$ cat src/rtl/tnn_pkg.sv
// Shared types and sizing helpers for the sequential TNN threshold neuron.
package tnn_pkg;

  typedef enum logic {ST_ACCUM, ST_DONE} tnn_state_t;

  // Worst-case |sum| is N_IN * (2**W_IN - 1); one extra bit carries the sign.
  function automatic int acc_width(input int n_in, input int w_in);
    return w_in + $clog2(n_in) + 1;
  endfunction

endpackage

$ cat src/rtl/tnn_sign_acc.sv
// Signed accumulator with clear, enable and add/subtract select.
// acc_sum is the value the accumulator would take this cycle if enabled.
module tnn_sign_acc #(
  parameter int W_IN  = 3,
  parameter int ACC_W = 7
) (
  input  logic                    clk,
  input  logic                    rst,
  input  logic                    clr,
  input  logic                    en,
  input  logic                    sub,
  input  logic [W_IN-1:0]         din,
  output logic signed [ACC_W-1:0] acc_sum
);

  logic signed [ACC_W-1:0] acc_q;
  logic signed [ACC_W-1:0] acc_d;
  logic signed [ACC_W-1:0] din_ext;

  // NOTE: every variable written here gets a default first, so no latch can be inferred.
  always_comb begin
    din_ext = ACC_W'(din);
    acc_sum = sub ? (acc_q - din_ext) : (acc_q + din_ext);
    acc_d   = acc_q;
    if (clr) begin
      acc_d = '0;
    end else if (en) begin
      acc_d = acc_sum;
    end
  end

  // NOTE: state registers use non-blocking assignments; reset is synchronous, active-high.
  always_ff @(posedge clk) begin
    if (rst) begin
      acc_q <= '0;
    end else begin
      acc_q <= acc_d;
    end
  end

endmodule

$ cat src/rtl/tnn_seq_neuron.sv
// Sequential TNN threshold neuron: out_bit = (sum of first N_POS samples - sum of rest) > THRESH.
// Define TNN_MARGIN_OUT_EN to build the registered signed out_margin port.
module tnn_seq_neuron
  import tnn_pkg::*;
#(
  parameter  int N_IN   = 6,
  parameter  int W_IN   = 3,
  parameter  int N_POS  = 2,
  parameter  int THRESH = 0,
  localparam int ACC_W  = acc_width(N_IN, W_IN)
) (
  input  logic                    clk,
  input  logic                    rst,
  input  logic                    in_valid,
  output logic                    in_ready,
  input  logic [W_IN-1:0]         in_data,
  output logic                    out_valid,
  input  logic                    out_ready,
  output logic                    out_bit
`ifdef TNN_MARGIN_OUT_EN
  ,
  output logic signed [ACC_W-1:0] out_margin
`endif
);

  localparam int IDX_W = $clog2(N_IN);
  localparam logic signed [ACC_W-1:0] THRESH_C = ACC_W'(THRESH);

  tnn_state_t              state_q, state_d;
  logic [IDX_W-1:0]        idx_q, idx_d;
  logic                    out_valid_q, out_valid_d;
  logic                    out_bit_q, out_bit_d;
  logic                    acc_en, acc_clr, acc_sub;
  logic signed [ACC_W-1:0] acc_sum;

  assign acc_sub = (idx_q >= IDX_W'(N_POS));

  tnn_sign_acc #(
    .W_IN  (W_IN),
    .ACC_W (ACC_W)
  ) u_acc (
    .clk     (clk),
    .rst     (rst),
    .clr     (acc_clr),
    .en      (acc_en),
    .sub     (acc_sub),
    .din     (in_data),
    .acc_sum (acc_sum)
  );

`ifdef TNN_MARGIN_OUT_EN
  logic signed [ACC_W-1:0] margin_q, margin_d;
`endif

  always_comb begin
    state_d     = state_q;
    idx_d       = idx_q;
    out_valid_d = out_valid_q;
    out_bit_d   = out_bit_q;
    in_ready    = 1'b0;
    acc_en      = 1'b0;
    acc_clr     = 1'b0;
`ifdef TNN_MARGIN_OUT_EN
    margin_d    = margin_q;
`endif
    unique case (state_q)
      ST_ACCUM: begin
        in_ready = 1'b1;
        // acc_en gates everything, so in_data is never observed without a transfer.
        if (in_valid) begin
          acc_en = 1'b1;
          if (idx_q == IDX_W'(N_IN - 1)) begin
            acc_clr     = 1'b1;
            idx_d       = '0;
            out_valid_d = 1'b1;
            out_bit_d   = (acc_sum > THRESH_C);
`ifdef TNN_MARGIN_OUT_EN
            margin_d    = acc_sum - THRESH_C;
`endif
            state_d     = ST_DONE;
          end else begin
            idx_d = idx_q + 1'b1;
          end
        end
      end
      ST_DONE: begin
        if (out_ready) begin
          out_valid_d = 1'b0;
          state_d     = ST_ACCUM;
        end
      end
      default: state_d = ST_ACCUM;
    endcase
  end

  always_ff @(posedge clk) begin
    if (rst) begin
      state_q     <= ST_ACCUM;
      idx_q       <= '0;
      out_valid_q <= 1'b0;
      out_bit_q   <= 1'b0;
`ifdef TNN_MARGIN_OUT_EN
      margin_q    <= '0;
`endif
    end else begin
      state_q     <= state_d;
      idx_q       <= idx_d;
      out_valid_q <= out_valid_d;
      out_bit_q   <= out_bit_d;
`ifdef TNN_MARGIN_OUT_EN
      margin_q    <= margin_d;
`endif
    end
  end

  assign out_valid = out_valid_q;
  assign out_bit   = out_bit_q;
`ifdef TNN_MARGIN_OUT_EN
  assign out_margin = margin_q;
`endif

endmodule
$ cat config.mk
export PLATFORM = sky130hd
export DESIGN_NAME = tnn_seq_neuron
export DESIGN_NICKNAME = d
export VERILOG_FILES = /design/src/rtl/tnn_pkg.sv /design/src/rtl/tnn_sign_acc.sv /design/src/rtl/tnn_seq_neuron.sv
export SDC_FILE = /design/constraint.sdc
export NUM_CORES = 1
export LEC_CHECK = 0
export ABC_AREA = 0
export BUFFER_PORTS_ARGS = -buffer_cell sky130_fd_sc_hd__buf_2
export CAP_MARGIN = 25
export CELL_PAD_IN_SITES_DETAIL_PLACEMENT = 1
export CELL_PAD_IN_SITES_GLOBAL_PLACEMENT = 1
export CORE_MARGIN = 5
export CORE_UTILIZATION = 39
export CTS_CLUSTER_DIAMETER = 100
export DETAILED_ROUTE_END_ITERATION = 7
export GPL_TIMING_DRIVEN = 1
export PLACE_DENSITY_LB_ADDON = 0.12
export SLEW_MARGIN = 20
export SYNTH_ARGS = -nofsm -noshare
export SYNTH_HDL_FRONTEND = slang
export SYNTH_SLANG_ARGS = --single-unit
$ cat constraint.sdc
create_clock -name clk -period 4.3 [get_ports clk]
set_input_delay 0.215 -clock clk [delete_from_list [all_inputs] [get_ports clk]]
set_output_delay 0.215 -clock clk [all_outputs]
set_load 0.05 [all_outputs]
==> flow_metrics.py <==
metrics = {
    "outcome": {
        "status": "completed",
    },
    "global_route": {
        "grt_pass1_wl_um": 3539,
        "first_global_vias": 789,
        "grt_max_degree": 14,
        "grt_overflow": 0,
        "antenna_found_initial": 0,
        "grt_usage_pct": 14.64,
    },
    "cells_and_area": {
        "syn2layout_area_growth_pct": 11.52,
        "layout-drive-gt1-share_pct": 13.91,
        "fin_util_pct": 44.55,
        "layout_commonest_cell": "nand2_1",
        "antennaDiodeCount": 0,
        "nets": 133,
        "final_cell_mix": "nand2_1 (14), dfxtp_1 (13), a21oi_1 (11)",
    },
    "sta": {
        "worstMarginPinSlew_ns": 0.9273,
        "slew_violations": 0,
        "finalCriticalPeriod_ns": 2.465,
        "fin_crit_sh_pct": 57.32,
        "setup_slack_ns": 1.835,
        "rsz0062_at_grt": "no",
        "finalHoldViolations": 0,
        "finClkSkew_ns": 0.01843,
        "fmax_mhz": 405.7,
        "setup_violations": 0,
        "finalSetupTns_ns": 0,
        "slew_headroom_pct": 38.05,
    },
    "floorplan": {
        "io_pins": 10,
        "die_w_um": 56.91,
        "core_area_um2": 2148,
        "rows": 17,
        "start_util_pct": 39.95,
        "die_area_um2": 3239,
        "die_h_um": 56.91,
    },
    "min_path": {
        "holdPathEnd": "out_valid",
        "holdCritStartpoint": "rst",
        "whs_path_depth": 2,
        "hold_class": "primary input to register",
    },
    "power_and_ir_drop": {
        "power_density_nw_per_um2": 380.3,
        "p_total_mw": 0.3640,
        "ir_drop_v": 0.0001681,
        "p_leak_nw": 0.4301,
    },
    "drt": {
        "drc_errors": 0,
        "route.vias.total": 758,
        "post_drt_wl_per_cell_um": 14.48,
        "first_pass_iters": 4,
        "antenna_left": 0,
        "drtIter0Drc": 7,
        "routed_wl_um": 2071,
        "via_per_inst": 5.301,
    },
    "synth": {
        "synthTopCellsByArea": "dfxtp_1 (30%), ha_1 (13%), a21oi_1 (6.4%), nand2_1 (6.1%), nor2_1 (4.4%)",
        "syn_nets": 121,
        "synth_cells": 104,
        "ys_ff_latch": 13,
        "ys_types": 30,
        "ys_warn_count": 0,
        "postSynthAreaPerCell_um2": 8.253,
        "synth.largest_area_cell": "dfxtp_1",
        "ys_seq_area_share_pct": 30.32,
        "netlist_area_um2": 858.3,
        "synth.top_cell.area_share_pct": 30.32,
    },
    "worst_setup_path": {
        "r2r_slack_ns": 1.84,
        "cp-start-kind": "register",
        "worstPathArrival_ns": 2.66,
        "r2r-end": "out_bit",
        "reg2regPathDepth": 8,
        "required_ns": 4.49,
        "criticalPathCategory": "register to register",
        "endpoint_kind": "register",
        "r2r_start": "idx_q[2]",
        "crit_fanout": 6,
    },
    "placement": {
        "io_buffers": 9,
        "dp_slack_ns": 1.779,
        "gp_congestion": 0.7605,
        "place_hpwl_um": 1688,
    },
    "clock_network": {
        "cts_num_sinks": 13,
        "cts_tree": "built",
        "numCtsBuffers": 3,
        "insertion_delay_ns": 0.30,
        "clk_pin_slew_ns": 0.10,
        "cts_setup_buffers": 0,
        "hold_buffers": 0,
        "htreeDepth": 1,
        "clockRootBuffer": "clkbuf_4",
        "ctsResizeCount": 0,
        "cts_buffer_depth": 2,
    },
    "flow_run": {
        "drv_cap": 0,
    },
}
layer usage:
layer | track usage (%) | part of all wire, % | wire, um
met1 | 18.48 | 46 | 951
met2 | 23.33 | 49 | 1008
met3 | 2.069 | 2.6 | 53
met4 | 8.940 | 2.8 | 58
met5 | 0 | 0 | 0
kinds of logic after synthesis:
group           after synthesis  share of synthesized area [%]
compound gates               22                          17.49
xor+xnor                      5                          5.103
fa+ha+maj                    10                          15.45
buf+inv                      10                          4.372
flops                        13                          30.32
mux                           2                          2.332
simple gates                 42                          24.93
final cells by class:
class / instances / area [um^2]
sequential: 13 / 260.3
tap: 28 / 35.03
clock buffer: 4 / 26.28
fill: 275 / 1191
inverter: 8 / 30.03
multi-input combinational: 81 / 560.5
timing repair buffer: 9 / 45.04
how the worst max path moves through the flow:
stage                from       to  depth (start not counted)  slack, ns
2_1_floorplan  in_data[0]  out_bit                         10       2.10
3_5_place_dp   in_data[0]  out_bit                         11       1.78
4_1_cts          idx_q[2]  out_bit                          8       1.82
6_report         idx_q[2]  out_bit                          8       1.84
5_1_grt          idx_q[2]  out_bit                          8       1.57
3_3_place_gp   in_data[1]  out_bit                          8       1.84
synthesized netlist by cell type:
library cell  instances
a2111o_1              1
a211oi_1              3
a21o_1                1
a21oi_1              11
a311oi_1              1
and2_4                1
buf_1                 1
clkbuf_1              1
dfxtp_1              13
fa_1                  1
ha_1                  9
inv_1                 8
mux2i_1               2
nand2_1              14
nand2b_1              4
nand3_1               3
nand3b_1              2
nand4b_1              1
nor2_1               10
nor2b_1               2
nor3b_1               2
nor4_1                1
o21ai_0               1
o311ai_1              1
o31ai_1               2
o41ai_2               1
or2_2                 1
or3_4                 1
xnor2_1               3
xor2_1                2
sequential cells by signal, indices dropped and copies added, names as in the netlist:
| name | flops |
|---|---|
| state_q | 1 |
| out_bit | 1 |
| u_acc.acc_q | 7 |
| idx_q | 3 |
| out_valid | 1 |
stage by stage:
step	hold slack, ns	area, um^2	std cells
6_report	0.1936	957.2	143
5_1_grt	0.1941	957.2	143
3_3_place_gp	0.4454	930.9	139
2_1_floorplan	0.3968	858.3	104
3_5_place_dp	0.4570	930.9	139
4_1_cts	0.1832	957.2	143
where the power goes:
| group | total, mW | switching (mW) | internal [mW] |
|---|---|---|---|
| clock network | 0.0838 | 0.0477 | 0.0361 |
| logic | 0.139 | 0.0789 | 0.0599 |
| registers | 0.141 | 0.00912 | 0.132 |
critical path, stage by stage (launching register included):
cell and delay [ns]:
dfxtp_1 0.35, nor2_1 0.31, o31ai_1 0.23, ha_1 0.40
nor3b_1 0.17, a311oi_1 0.28, o311ai_1 0.18, nor4_1 0.35
o41ai_2 0.11
(Power assumes the default switching activity.)
